`src/rtl/if_stage.sv`:
```
// Instruction-fetch stage: PC register, IF/ID pipeline register with a valid/ready
// handshake, redirect handling and a sticky fault on misaligned or out-of-range fetches.
module if_stage #(
  parameter logic [31:0] RESET_PC  = 32'h0000_0000,
  parameter int          IMEM_SIZE = 1024
) (
  input  logic        clk,
  input  logic        rst_n,
  output logic [31:0] imem_pc,
  input  logic [31:0] imem_instr,
  input  logic        redirect_valid,
  input  logic [31:0] redirect_pc,
  input  logic        id_ready,
  output logic        id_valid,
  output logic [31:0] id_pc,
  output logic [31:0] id_instr,
  output logic [31:0] id_pc_plus4,
  output logic        fetch_fault,
  output logic [31:0] fetch_count
);

  localparam logic [31:0] PC_MAX = 32'(IMEM_SIZE - 4);

  typedef enum logic [1:0] {BOOT, RUN, FAULT} state_t;

  state_t      state;
  logic [31:0] pc;
  logic        legal;
  logic        advance;

  // Range check is on the unwrapped PC, so a wrap of pc+4 can never look legal.
  assign legal   = (pc[1:0] == 2'b00) && (pc <= PC_MAX);
  assign advance = !id_valid || id_ready;
  assign imem_pc = pc;

  always_ff @(posedge clk or negedge rst_n) begin
    if (!rst_n) begin
      state       <= BOOT;
      pc          <= RESET_PC;
      id_valid    <= 1'b0;
      id_pc       <= '0;
      id_instr    <= '0;
      id_pc_plus4 <= '0;
      fetch_fault <= 1'b0;
      fetch_count <= '0;
    end else begin
      // A word leaves the IF/ID register only when decode takes it and no flush hits it.
      if (id_valid && id_ready && !redirect_valid)
        fetch_count <= fetch_count + 32'd1;

      case (state)
        BOOT: state <= RUN;
        RUN: begin
          if (redirect_valid) begin
            pc       <= redirect_pc;
            id_valid <= 1'b0;
          end else if (advance) begin
            if (legal) begin
              id_instr    <= imem_instr;
              id_pc       <= pc;
              id_pc_plus4 <= pc + 32'd4;
              id_valid    <= 1'b1;
              pc          <= pc + 32'd4;
            end else begin
              id_valid    <= 1'b0;
              fetch_fault <= 1'b1;
              state       <= FAULT;
            end
          end
        end
        FAULT: begin
          id_valid    <= 1'b0;
          fetch_fault <= 1'b1;
        end
        default: state <= FAULT;
      endcase
    end
  end

endmodule
```
`config.mk`:
```
export PLATFORM = sky130hd
export DESIGN_NAME = if_stage
export DESIGN_NICKNAME = d
export VERILOG_FILES = /design/src/rtl/if_stage.sv
export SDC_FILE = /design/constraint.sdc
export NUM_CORES = 1
export LEC_CHECK = 0
export ABC_AREA = 1
export BUFFER_PORTS_ARGS = -buffer_cell sky130_fd_sc_hd__clkbuf_2
export CORE_ASPECT_RATIO = 1.2
export CORE_MARGIN = 3
export CORE_UTILIZATION = 47
export CTS_CLUSTER_SIZE = 30
export DETAILED_ROUTE_END_ITERATION = 10
export PLACE_DENSITY = 0.84
export SYNTH_ARGS = -nofsm -noshare
export SYNTH_HDL_FRONTEND = slang
export SYNTH_SLANG_ARGS = --single-unit
```
`constraint.sdc`:
```
create_clock -name clk -period 1.5 [get_ports clk]
set_clock_uncertainty 0.1 [all_clocks]
set_input_delay 0.3 -clock clk [delete_from_list [all_inputs] [get_ports clk]]
set_output_delay 0.3 -clock clk [all_outputs]
set_load 0.01 [all_outputs]
```
; Word-level counts from Yosys, hierarchy flattened
; Index checks and enable logic that the tools add are counted.
[totals]
input_bits = 68
reg_bits = 164
word_cells = 50
[op_classes]
n_reduce_logical = 16
eq_ne = 6
mux = 15
n_bitwise = 2
n_lt_le_gt_ge = 1
add_sub_neg = 2
[op_table]
columns = operator, n
row1 = 2-to-1 mux 32 bit, 3
row2 = adder 32 x 1 -> 32 bit (second input constant), 1
row3 = adder 32 x 3 -> 32 bit (second input constant), 1
row4 = <= comparator 32 x 10 -> 1 bit (second input constant), 1
row5 = AND reduction 4 bit, 3
row6 = 2-to-1 mux 1 bit, 6
row7 = 2-to-1 mux 2 bit, 3
row8 = != test 2 bit (second input constant), 3
row9 = case mux 2 bit (3 select lines), 1
row10 = nonzero test 2 bit, 3
row11 = zero test 2 bit, 2
row12 = case mux 1 bit (2 select lines), 2
row13 = logical AND 1 bit, 3
row14 = != test 3 bit (second input constant), 1
row15 = AND reduction 3 bit, 1
row16 = == test 2 x 1 -> 1 bit (second input constant), 1
row17 = == test 2 bit (second input constant), 1
row18 = zero test 1 bit, 2
row19 = inverter 1 bit, 2
row20 = AND reduction 2 bit, 1
row21 = logical OR 1 bit, 1

; Longest topological paths before layout
[logic_depth]
ltp_word = 6
mapped_depth = 12
depth_no_buf = 11

; Worst setup path before layout
; No wires, ideal clock.
[synth_path]
path_type = reg2reg
from = register pc[2] (netlist: imem_pc[2])
to = register pc[12] (netlist: imem_pc[12])
path_slack_ns = -0.191
period_less_slack_ns = 1.691
path_stages_with_launch = 11
arrival_ns = 1.465
required_time_ns = 1.274
cell_sequence = dfrtp_1 ha_1 nand3_1 nor2_2 nand2_1 inv_1 nand2_1 nand3_1 nand2_1 nand2_1 o21ai_0
[synth_via]
elab_chain_cells = 4
elab_cells_between_ends = 8
classes_between = 1 x add/sub / 1 x order compare / 3 x mux / 3 x reduce/logical
[synth_lines]
columns = item, line
row1 = "start, declared", 27  ; logic [31:0] pc;
row2 = "start signal, assigned", 55  ; pc <= redirect_pc;
row3 = "start signal, assigned", 63  ; pc <= pc + 32'd4;
row4 = adder 32 x 3 -> 32 bit or <= comparator 32 x 10 -> 1 bit (tied branches), "63, 32"
row5 = 2-to-1 mux 32 bit or logical AND 1 bit (tied branches), "58, 32"
row6 = 2-to-1 mux 32 bit or nonzero test 2 bit (tied branches), n/a
row7 = 2-to-1 mux 32 bit or AND reduction 3 bit (tied branches), n/a
; Several ways; a longest one is shown, not always the timed one. The select of a mux whose other input is x is not followed.
; A chain may end at the register's enable or synchronous reset.

; Worst setup path in the final report
[layout_path]
from = register fetch_count[10]
to = register fetch_count[13]
[layout_via]
elab_chain_cells = 1
[layout_lines]
columns = item, line
row1 = "start, declared", 19  ; output logic [31:0] fetch_count
row2 = "start signal, assigned", 49  ; fetch_count <= fetch_count + 32'd1;
row3 = adder 32 x 1 -> 32 bit, 49
; Every way passes these cells.

==> impl_results.md <==
* Vias per cell at 5.51
* Clock H-tree levels at 4
* Setup CP Type: reg2reg
* Critical path capture point: fetch_count[13]
* CP Data Arrival Time at around 2.4 ns
* Placement Cell Area at ~0.010 mm2
* Nets at 1567
* Unrepaired setup endpoints after global routing: yes
* Violated checks: negative hold slack, negative setup slack
* Clk buf depth at 2
* Root Buffer: clkbuf_16
* Status: complete, but fails checks
* Max Cap Viol at 0
* Share of cells above drive strength 1 at 0.458
* Ys Warns at 0
* Die outline area at about 0.018 mm2
* Peak supply drop at just over 0.8 mV
* Via count at 9484
* # port buffers at around 230
* Worst hold slack at -0.0115 ns
* Critical path peak fanout at 4
* Avg Inst Size Synth at 7.62 um2
* Worst-path clk slew at 0.07 ns
* HPWL Detailed at around 17000 um
* Register area share after synthesis at 0.517
* Leakage at 7.10 nW
* Cells after synthesis at slightly above 1000
* Synth cell count leaders: nand2_1 (409), dfrtp_1 (162), nor2_1 (135), inv_1 (115), nand3_1 (51)
* GRT Util Overall at 0.291
* CP Capture Type: flop
* Yosys top cell area share at 0.517
* Die Wd at 124 um
* R2r setup slk at -0.68 ns
* Final worst slack at -0.679 ns
* Num CTS Buffers at 17
* Core area at 0.0163 mm2
* CTS tree: done
* Top cells by area, synth: dfrtp_1 (52%), nand2_1 (20%), nor2_1 (6.5%)
* Die Ht at approximately 150 um
* Synth cell types at 29
* GP Congestion at approximately 0.95
* Mapped cell area at between 0.007 and 0.008 mm2
* Final instance area at approximately 0.013 mm2
* Syn nets at 1099
* Post-route ant nets at 0
* Drt first pass iters at 5
* First-pass GRT wire length at 41900 um
* Initial antenna violation count at 2
* Aggregate routed wire length at 34700 um
* Worst r2r path cells at 9
* WL/cell at ~20 um
* Effective utilization at floorplan at 0.482
* Overflow after GRT at 0
* Worst Hold Class: in2reg
* Post-synth EDFFs at 0
* Final hold violation count at 1
* Crit share post-route at 1.45
* Slew @ Worst Pin at 0.600 ns
* Reg2reg end: fetch_count[13]
* Fin util at 0.813
* Crit path time final at roughly 2.2 ns
* Layout area overhead at 68.9%
* Power density cells at around 740 mW/mm2
* FP Rows at 51
* Count of final setup violators at about 190
* Clk sink count at 162
* Setup WS pre-CTS at -0.258 ns
* Number of global-route vias before repair at between 8000 and 9000
* Synth area leader: dfrtp_1
* Crit start category: flop
* Post-route DRC at 0
* Source of the critical timing path: fetch_count[10]
* I/O pin total at 230
* Max-slew violations at 0
* Worst-Skew Late Latency at 0.44 ns
* Share of flip-flops with an asynchronous set or reset at 1.00
* Count leader, synth: nand2_1
* Flops & latches, synth at around 160
* Max-slew headroom at 0.599
* DRT iter0 DRCs at between 1000 and 1500
* Critical path data required time at roughly 1.7 ns
* Synth Flop Type: dfrtp_1
* Pin count of the biggest net entering global routing at 49
* Fmax at between 400 and 500 MHz
* Critical R2R Launch: fetch_count[10]
[logic make-up (layout without fill, tap and decap cells)]
logic type / after synthesis / in the layout / share of synthesized area
xor+xnor: 24 / 24 / 0.0268
compound gates: 35 / 35 / 0.0231
flops: 162 / 162 / 0.517
simple gates: 657 / 657 / 0.351
buf+inv: 149 / 629 / 0.0790
fa+ha+maj: 2 / 2 / 0.00319
other cells: 0 / 1 / 0
[through the flow]
stage | cells | hold WS, ns | TNS [ns] | total power (W)
6_report | 1722 | -0.0115 | -41.07 | 0.00973
5_1_grt | 1722 | -0.00287 | -49.86 | 0.0100
4_1_cts | 1665 | 0.00172 | -23.21 | 0.00951
3_5_place_dp | 1578 | 0.0733 | -23.27 | 0.00535
3_3_place_gp | 1578 | 0.0790 | -18.90 | 0.00533
2_1_floorplan | 1029 | -0.0956 | -8.54 | 0.00486
[flip-flops by register name (all words and copies together), names as in the netlist]
register,cells
fetch_fault,1
state,2
id_valid,1
id_instr,32
id_pc,32
fetch_count,32
id_pc_plus4,30
imem_pc,32
[per-layer routing]
layer	part of all wire	track usage
met1	0.33	0.330
met2	0.49	0.498
met3	0.10	0.0643
met4	0.075	0.163
met5	0.00038	0
[power by group]
part	switching [W]	internal [W]	total (W)
sequential	0.0000607	0.00443	0.00449
combinational	0.000570	0.000523	0.00109
clock	0.00183	0.00232	0.00415
[placed cells by master, fill, tap and decap left out, types with 32 or more instances in the layout]
cell type      Yosys  final
buf_4              7    132
buf_6              2    101
clkbuf_2           0    184
dfrtp_1          162    137
dlygate4sd3_1      0     32
inv_1            115    106
nand2_1          409    356
nand2_2            2     43
nand3_1           51     40
nor2_1           135     63
nor2_2            11     46
nor2_4             4     41
[worst min-delay path by stage]
stage                       to      startpoint  slack (ns)  cells after the start
6_report          id_instr[30]  imem_instr[30]       -0.01                      3
5_1_grt           id_instr[30]  imem_instr[30]      -0.003                      3
4_1_cts           id_instr[26]  imem_instr[26]       0.002                      3
3_5_place_dp         id_pc[28]           rst_n        0.07                      1
3_3_place_gp   fetch_count[13]           rst_n        0.08                      1
2_1_floorplan   fetch_count[0]           rst_n        -0.1                      0
[worst max-delay path: stages (launching register included)]
cell and delay, ns:
dfrtp_2 0.41, buf_4 0.13, buf_6 0.10, nand2_8 0.07
nor3_4 0.24, buf_6 0.18, inv_1 0.07, nor2_4 0.12
buf_6 0.11, xor2_1 0.48
[area by class of cell]
type                    instances  area, um2
flip-flops and latches        162       4090
repair buffers                478       3940
multi-input cells             718       3940
fillers                       845       3040
inverters                     120        465
clock buffers                  22        454
well taps                     212        265
clock inverters                 9       82.6
diodes                          1       2.50
[repair_timing]
item	in CTS	in global routing
resized for setup	114	274
cloned	2	11
hold buffers	31	1
buffers inserted	26	61
setup endpoints to repair	186	201
hold endpoints to repair	192	1
pin swaps	29	73
Power figures use the tool's default switching activity.
